===== config.mk =====
export PLATFORM = sky130hd
export DESIGN_NAME = lab_007_alarm_panel
export DESIGN_NICKNAME = d
export VERILOG_FILES = /design/src/rtl/lab_007_alarm_panel.sv
export SDC_FILE = /design/constraint.sdc
export NUM_CORES = 1
export LEC_CHECK = 0
export BUFFER_PORTS_ARGS = -buffer_cell sky130_fd_sc_hd__buf_4
export CORE_MARGIN = 2
export CORE_UTILIZATION = 45
export CTS_BUF_LIST = sky130_fd_sc_hd__clkbuf_8
export CTS_CLUSTER_DIAMETER = 40
export CTS_CLUSTER_SIZE = 16
export DETAILED_ROUTE_END_ITERATION = 12
export PLACE_DENSITY = 0.73
export SLEW_MARGIN = 20
export SYNTH_ARGS = -nofsm -noshare
export SYNTH_HDL_FRONTEND = slang
export SYNTH_SLANG_ARGS = --single-unit
export TNS_END_PERCENT = 100

===== constraint.sdc =====
create_clock -name clk -period 6.11 [get_ports clk]
set_input_delay 0.611 -clock clk [delete_from_list [all_inputs] [get_ports clk]]
set_output_delay 0.611 -clock clk [all_outputs]
set_load 0.01 [all_outputs]

===== src/rtl/lab_007_alarm_panel.sv =====
// Keypad alarm panel: code entry, timed exit/entry/siren arming FSM.
// Optional keypad lockout after repeated bad codes: define ALARM_PANEL_LOCKOUT_EN.
module lab_007_alarm_panel #(
   parameter logic [15:0] CODE           = 16'h1234,
   parameter int unsigned EXIT_CYCLES    = 8,
   parameter int unsigned ENTRY_CYCLES   = 8,
   parameter int unsigned SIREN_CYCLES   = 16,
   parameter int unsigned LOCKOUT_CYCLES = 32
) (
   input  logic       clk,
   input  logic       reset,
   input  logic       key_valid,
   input  logic [3:0] key_digit,
   input  logic       key_enter,
   input  logic       key_clear,
   input  logic       key_arm_away,
   input  logic       key_arm_stay,
   input  logic       secure,
   input  logic       alarm,
   output logic       alarm_set,
   output logic       alarm_stay,
   output logic       siren,
   output logic       code_ok,
   output logic       code_bad,
   output logic       locked,
   output logic [2:0] state
);

   typedef enum logic [2:0] {
      DISARMED = 3'd0,
      EXIT     = 3'd1,
      ARMED    = 3'd2,
      ENTRY    = 3'd3,
      ALARM    = 3'd4
   } state_t;

   // Timers count down from length-1 so each timed state lasts exactly its length.
   localparam logic [15:0] EXIT_LOAD  = 16'(EXIT_CYCLES - 1);
   localparam logic [15:0] ENTRY_LOAD = 16'(ENTRY_CYCLES - 1);
   localparam logic [15:0] SIREN_LOAD = 16'(SIREN_CYCLES - 1);

   state_t      st;
   logic [15:0] timer;
   logic [15:0] buffer;
   logic [2:0]  count;
   logic        keys_on;
   logic        do_clear, do_enter, do_digit, do_away, do_stay, match;
   logic        unused_secure;

   assign state         = st;
   assign unused_secure = secure;

`ifdef ALARM_PANEL_LOCKOUT_EN
   localparam logic [15:0] LOCK_LOAD = 16'(LOCKOUT_CYCLES - 1);
   logic [15:0] lock_timer;
   logic [1:0]  bad_cnt;
   assign keys_on = !locked;
`else
   assign keys_on = 1'b1;
   assign locked  = 1'b0;
`endif

   // Key priority: clear > enter > digit > arm_away > arm_stay.
   always_comb begin
      do_clear = keys_on & key_clear;
      do_enter = keys_on & !key_clear & key_enter;
      do_digit = keys_on & !key_clear & !key_enter & key_valid;
      do_away  = keys_on & !key_clear & !key_enter & !key_valid & key_arm_away;
      do_stay  = keys_on & !key_clear & !key_enter & !key_valid & !key_arm_away & key_arm_stay;
      match    = (count == 3'd4) && (buffer == CODE);
   end

   always_ff @(posedge clk) begin
      if (reset) begin
         st         <= DISARMED;
         timer      <= 16'd0;
         buffer     <= 16'd0;
         count      <= 3'd0;
         alarm_set  <= 1'b0;
         alarm_stay <= 1'b0;
         siren      <= 1'b0;
         code_ok    <= 1'b0;
         code_bad   <= 1'b0;
`ifdef ALARM_PANEL_LOCKOUT_EN
         locked     <= 1'b0;
         lock_timer <= 16'd0;
         bad_cnt    <= 2'd0;
`endif
      end else begin
         code_ok  <= 1'b0;
         code_bad <= 1'b0;
         if (do_clear) begin
            buffer <= 16'd0;
            count  <= 3'd0;
         end else if (do_enter) begin
            buffer   <= 16'd0;
            count    <= 3'd0;
            code_ok  <= match;
            code_bad <= !match;
         end else if (do_digit && (key_digit <= 4'd9)) begin
            buffer <= {buffer[11:0], key_digit};
            if (count != 3'd4) begin
               count <= count + 3'd1;
            end
         end

         // A good code disarms ahead of any timer expiry or alarm transition.
         if (do_enter && match && (st != DISARMED)) begin
            st         <= DISARMED;
            timer      <= 16'd0;
            alarm_set  <= 1'b0;
            alarm_stay <= 1'b0;
            siren      <= 1'b0;
         end else begin
            case (st)
               DISARMED: begin
                  if (do_away || do_stay) begin
                     st         <= EXIT;
                     timer      <= EXIT_LOAD;
                     alarm_stay <= do_stay;
                  end
               end
               EXIT: begin
                  if (timer == 16'd0) begin
                     st        <= ARMED;
                     alarm_set <= 1'b1;
                  end else begin
                     timer <= timer - 16'd1;
                  end
               end
               ARMED: begin
                  if (alarm) begin
                     st    <= ENTRY;
                     timer <= ENTRY_LOAD;
                  end
               end
               ENTRY: begin
                  if (timer == 16'd0) begin
                     st    <= ALARM;
                     timer <= SIREN_LOAD;
                     siren <= 1'b1;
                  end else begin
                     timer <= timer - 16'd1;
                  end
               end
               ALARM: begin
                  if (timer == 16'd0) begin
                     st    <= ARMED;
                     siren <= 1'b0;
                  end else begin
                     timer <= timer - 16'd1;
                  end
               end
               default: begin
                  st         <= DISARMED;
                  timer      <= 16'd0;
                  alarm_set  <= 1'b0;
                  alarm_stay <= 1'b0;
                  siren      <= 1'b0;
               end
            endcase
         end

`ifdef ALARM_PANEL_LOCKOUT_EN
         if (locked) begin
            if (lock_timer == 16'd0) begin
               locked <= 1'b0;
            end else begin
               lock_timer <= lock_timer - 16'd1;
            end
         end else if (do_enter) begin
            if (match) begin
               bad_cnt <= 2'd0;
            end else if (bad_cnt == 2'd2) begin
               bad_cnt    <= 2'd0;
               locked     <= 1'b1;
               lock_timer <= LOCK_LOAD;
            end else begin
               bad_cnt <= bad_cnt + 2'd1;
            end
         end
`endif
      end
   end

endmodule

==> flow_metrics.env, run 1 <==
export IMPL_cp_slowest_cell="o21bai_1"
export IMPL_finalHoldViolations=0
export IMPL_maxCapViolations=0
export IMPL_syn2layout_area_growth_pct=12.0
export IMPL_path_delay_family="compound AO/OA/AOI/OAI gates"
export IMPL_timing_slew_headroom=0.380
export IMPL_cts_root_buf="clkbuf_8"
export IMPL_synth_flop_cell="dfxtp_1"
export IMPL_fmax_ghz=0.382
export IMPL_die_w_um=72.4
export IMPL_pin_count=22
export IMPL_synth_cell_types=48
export IMPL_layout_min_cycle_time_ns=2.62
export IMPL_clock_path_buffers=2
export IMPL_synth_seq_area_share=0.409
export IMPL_crit_fanout=12
export IMPL_post_cts_setup_buffer_count=0
export IMPL_grt_pass1_wl_um=7460
export IMPL_grt_use_total=0.178
export IMPL_grt_max_degree=26
export IMPL_worst_setup_path_end_kind="flop"
export IMPL_synth_seq_cells=43
export IMPL_post_cts_resize_count=0
export IMPL_n_fill_cell=416
export IMPL_total_power_uw=1050
export IMPL_violations="DRC"
export IMPL_rows=24
export IMPL_crit_chain="inv_1 -> ha_1 -> or4bb_1 -> nor4_2 -> o21ai_0 -> o21bai_1 -> a21oi_1"
export IMPL_synthCells=231
export IMPL_switchingPower_uw=450
export IMPL_final_util=0.531
export IMPL_pwr_share_clk=0.182
export IMPL_wl_per_cell_um=14.6
export IMPL_die_area_um2=5240
export IMPL_cp_arrival_ns=2.77
export IMPL_crit_path_start_kind="flop"
export IMPL_power_leakage_uw=0.000869
export IMPL_diodes=0
export IMPL_drive_gt1_frac=0.211
export IMPL_cts_sinks=43
export IMPL_syn_num_nets=248
export IMPL_vias=1835
export IMPL_final_nets=263
export IMPL_outcome="finished with violations"
export IMPL_antenna_found_initial=0
export IMPL_cts_hold_buf=0
export IMPL_seqPwrFrac=0.367
export IMPL_ys_async_sr_fraction=0
export IMPL_path_clk_slew_ns=0.09
export IMPL_cp_data_required_time_ns=6.26
export IMPL_hold_class="flop to flop"
export IMPL_synth_area_leaders="dfxtp_1 (41%), o221a_2 (8.6%), a21oi_1 (4.5%)"
export IMPL_cts_buffers=5
export IMPL_gr_total_overflow=0
export IMPL_synth_edff_count=0
export IMPL_vdd_drop_max_mv=0.345
export IMPL_synth_top_area_frac=0.409
export IMPL_synthesis_area_um2=2110
export IMPL_maxSlewViolCount=0
export IMPL_period_share=0.429
export IMPL_grt_setup_unrepaired="false"
export IMPL_start_util=0.474
export IMPL_die_h_um=72.4
export IMPL_fin_tns_setup_ns=0
export IMPL_gp_congestion=0.780
export IMPL_p_per_area_nw_per_um2=443
export IMPL_pre_cts_ws_ns=3.49
export IMPL_core_area_um2=4440
export IMPL_h_tree_depth=2
export IMPL_wl_um=4380
export IMPL_pwr_share_comb=0.452
export IMPL_fin_ws_ns=3.49
export IMPL_post_route_drc_count=1
export IMPL_path_class="flop to flop"
export IMPL_yosys_area_top_type="dfxtp_1"
export IMPL_swShare=0.430
export IMPL_p_int_uw=596
export IMPL_dpl_hpwl_um=3020
export IMPL_clock_latency_ns=0.30
export IMPL_first_pass_iters=8
export IMPL_drtIter0Drc=141
export IMPL_vias_per_cell=6.14
export IMPL_multiInputGateArea_um2=1150
export IMPL_clock_skew_ns=0.00444
export IMPL_yosys_warnings=0
export IMPL_seq_area_um2=861
export IMPL_syn_area_per_cell_um2=9.12
export IMPL_cts_tree="done"
export IMPL_setup_violations_final=0
export IMPL_ant_nets=0
export IMPL_io_buffers=19
export IMPL_timing_critical_path_buf_inv=1
export IMPL_first_global_vias=1624
export IMPL_slowest_delay_ns=0.75
export IMPL_worst_pin_slew_ns=0.928
==> cell type report <==
type	count	area share
Multi-Input combinational cell	166	0.487
Tap cell	52	0.0276
Inverter	9	0.0143
Sequential cell	43	0.365
Clock buffer	5	0.0292
Timing Repair Buffer	21	0.0668
Clock inverter	3	0.0101
==> Yosys cell counts (2+ instances only) <==
master    count
nor4_1        3
o31ai_1       6
or4_4         3
a21oi_1      19
inv_1         9
dfxtp_1      43
a21boi_0      2
o21ai_0      12
nor2_1       16
a31oi_1       4
nand4b_1      3
nand3_1       9
nand2_1       9
or4_1         5
a211oi_1      3
xnor2_1       2
o31a_1        2
a21o_1        3
buf_2         2
o211ai_1      2
ha_1          4
nand2b_1      3
o21bai_1      2
nor3_1        5
o221a_2      16
clkbuf_1      9
nor4bb_1      3
and3_1        2
or3_1         9
nor4b_1       3
==> per-stage QoR <==
stage               instances  hold WS [ns]  cell area [µm²]
finish                    299         0.482             2360
global route              299         0.502             2360
CTS                       299         0.485             2360
detailed placement        291         0.470             2270
global placement          291         0.461             2270
floorplan                 231         0.446             2110
==> path summary, 6_finish.rpt <==
check / start / to / slack [ns] / depth (start not counted)
worst max-delay path: timer[0] / timer[15] / 3.49 / 7
worst min-delay path: timer[14] / timer[14] / 0.48 / 2
worst max register to register: timer[0] / timer[15] / 3.49 / 7
worst min register to register: timer[14] / timer[14] / 0.48 / 2
==> tightest hold or removal path, cell delays in order (launching register included) <==
cell     delay, ns
dfxtp_1       0.32
o31ai_1       0.06
a21oi_1       0.05
==> flip-flops by register name, indices dropped and copies added, names as in the netlist <==
| register | cells |
|---|---|
| count | 3 |
| state | 3 |
| siren | 1 |
| buffer | 16 |
| timer | 16 |
| code_ok | 1 |
| alarm_stay | 1 |
| alarm_set | 1 |
| code_bad | 1 |
==> per-layer routing <==
metal,vias to the layer above,wire [µm],GRT usage
met5,-,0,0
met4,0,51,0.0535
met3,5,212,0.0417
met2,39,1980,0.274
met1,873,2140,0.249
li1,918,-,-
==> power by group through the flow <==
stage	logic [µW]	registers, µW	clock network [µW]
after floorplan	384	371	0
after global placement	460	386	0
after detailed placement	466	388	0
after CTS	469	382	195
after global routing	539	391	202
final	473	384	190
==> cell usage in the layout, fill, tap and decap left out, drive strengths merged, types with 2 or more instances in the layout <==
| cell type | count |
|---|---|
| a21boi | 2 |
| a21oi | 19 |
| o21bai | 2 |
| or4 | 8 |
| o21ai | 12 |
| clkbuf | 5 |
| nor4b | 3 |
| xnor2 | 2 |
| o211ai | 2 |
| nor3 | 5 |
| nand4b | 3 |
| nand2 | 9 |
| or3 | 9 |
| inv | 10 |
| ha | 4 |
| nand3 | 9 |
| o31ai | 6 |
| a21o | 3 |
| nor4bb | 3 |
| o221a | 16 |
| a211oi | 3 |
| buf | 21 |
| o21a | 2 |
| a31oi | 4 |
| dfxtp | 43 |
| nor2 | 17 |
| nand2b | 3 |
| nor4 | 4 |
| and3 | 2 |
| o31a | 2 |
| clkinvlp | 2 |
==> logic make-up after synthesis <==
| logic type | Yosys count | share of synthesized area |
|---|---|---|
| AND/OR/NAND/NOR | 80 | 0.228 |
| multiplexers | 1 | 0.00475 |
| flip-flops | 43 | 0.409 |
| adder cells (fa/ha/maj) | 4 | 0.0238 |
| buffers and inverters | 22 | 0.0458 |
| AO/OA/AOI/OAI | 78 | 0.279 |
| XOR/XNOR | 2 | 0.00832 |
| other | 1 | 0.00178 |
(Power assumes the default switching activity.)
==> inputs of run 2 (changes only) <==
==> constraint.sdc (replaced) <==
create_clock -name clk -period 2.5 [get_ports clk]
set_input_delay 0.25 -clock clk [delete_from_list [all_inputs] [get_ports clk]]
set_output_delay 0.25 -clock clk [all_outputs]
set_load 0.01 [all_outputs]
==> flow_metrics.env, run 2 (synthesis gave the netlist of run 1 again) <==
export IMPL_cts_tree="done"
export IMPL_cp_slowest_cell="or4bb_1"
export IMPL_pwr_share_clk=0.180
export IMPL_core_area_um2=4440
export IMPL_mostFrequentLayoutCells="dfxtp_1 (43), buf_4 (26), a21oi_1 (19)"
export IMPL_rows=24
export IMPL_worst_setup_path_end_kind="flop"
export IMPL_path_clk_slew_ns=0.09
export IMPL_post_cts_resize_count=0
export IMPL_min_from="key_arm_away"
export IMPL_fmax_ghz=0.450
export IMPL_drive_gt1_frac=0.226
export IMPL_reg_top3="buffer x16, timer x16"
export IMPL_first_global_vias=1660
export IMPL_gp_congestion=0.827
export IMPL_grt_pass1_wl_um=7630
export IMPL_final_area_um2=2400
export IMPL_drtIter0Drc=89
export IMPL_dpl_hpwl_um=3140
export IMPL_p_int_uw=1470
export IMPL_vias_per_cell=6.03
export IMPL_grt_use_total=0.184
export IMPL_die_area_um2=5240
export IMPL_diodes=0
export IMPL_syn2layout_area_growth_pct=13.8
export IMPL_first_pass_iters=4
export IMPL_place_area_um2=2300
export IMPL_clock_skew_ns=0.00796
export IMPL_cts_hold_buf=0
export IMPL_outcome="finished, final reports clean"
export IMPL_clock_path_buffers=2
export IMPL_cp_arrival_ns=2.42
export IMPL_stdcell_count=304
export IMPL_place_inst=296
export IMPL_layout_min_cycle_time_ns=2.22
export IMPL_hold_class="primary input to flop"
export IMPL_fin_tns_setup_ns=0
export IMPL_timing_critical_path_buf_inv=2
export IMPL_path_class="flop to flop"
export IMPL_setup_violations_final=0
export IMPL_grt_max_degree=26
export IMPL_critPathLaunch="timer[0]"
export IMPL_timing_rr_start="timer[0]"
export IMPL_clock_latency_ns=0.30
export IMPL_gr_total_overflow=0
export IMPL_finalHoldViolations=0
export IMPL_ant_nets=0
export IMPL_wl_per_cell_um=14.6
export IMPL_h_tree_depth=2
export IMPL_cp_data_required_time_ns=2.69
export IMPL_crit_chain="inv_1 -> ha_1 -> or4bb_1 -> nor4_2 -> o21ai_0 -> o21bai_1 -> buf_4 -> a21oi_1"
export IMPL_cts_sinks=43
export IMPL_pwr_share_comb=0.464
export IMPL_wl_um=4440
export IMPL_die_h_um=72.4
export IMPL_p_per_area_nw_per_um2=1070
export IMPL_seqPwrFrac=0.356
export IMPL_period_share=0.890
export IMPL_timing_slew_headroom=0.598
export IMPL_crit_fanout=12
export IMPL_swShare=0.426
export IMPL_cts_buffers=5
export IMPL_power_leakage_uw=0.000895
export IMPL_die_w_um=72.4
export IMPL_maxCapViolations=0
export IMPL_total_power_uw=2570
export IMPL_post_cts_setup_buffer_count=0
export IMPL_slowest_delay_ns=0.50
export IMPL_io_buffers=19
export IMPL_final_common_cell="dfxtp_1"
export IMPL_fin_hold_ws_ns=0.132
export IMPL_post_route_drc_count=0
export IMPL_vias=1834
export IMPL_maxSlewViolCount=0
export IMPL_crit_path_start_kind="flop"
export IMPL_grt_setup_unrepaired="false"
export IMPL_antenna_found_initial=0
export IMPL_vdd_drop_max_mv=0.716
export IMPL_pin_count=22
export IMPL_cts_root_buf="clkbuf_8"
export IMPL_final_nets=268
export IMPL_worst_pin_slew_ns=0.604
export IMPL_path_delay_family="simple AND/OR/NAND/NOR gates"
export IMPL_switchingPower_uw=1090
export IMPL_start_util=0.474
## run 2: changes by cell type in the layout (fill, tap and decap cells not counted), sizes merged
cell / before / now
buf: 21 / 26
## run 2: power by group through the flow
stage,logic [µW],clock network [µW],registers (µW)
floorplan,938,0,907
global placement,1160,0,923
detailed placement,1190,0,927
CTS,1200,472,913
global route,1350,511,935
finish,1190,462,914
## run 2: final timing paths
path	to	cells after the start	slack (ns)
min	alarm_stay	2	0.13
min reg2reg	timer[14]	2	0.50
max reg2reg	timer[15]	8	0.28
max	timer[15]	8	0.28
## run 2: stage by stage
stage	util	setup WS, ns
finish	0.539	0.276
global placement	0.518	0.340
floorplan	-	0.516
detailed placement	0.518	0.295
CTS	0.539	0.280
global route	0.539	0.0549
## run 2: per-layer routing
| layer | global-route usage | wire length [µm] |
|---|---|---|
| met5 | 0 | 0 |
| met4 | 0.0679 | 73 |
| met3 | 0.0458 | 198 |
| met2 | 0.267 | 1990 |
| met1 | 0.263 | 2180 |
## run 2: cell type report
type,count,area [µm²]
clock buffer,5,68.8
inverter,9,33.8
tap,52,65.1
clock inverter,3,23.8
multi-input combinational,166,1150
timing repair buffer,26,195
fill,416,2050
sequential,43,861
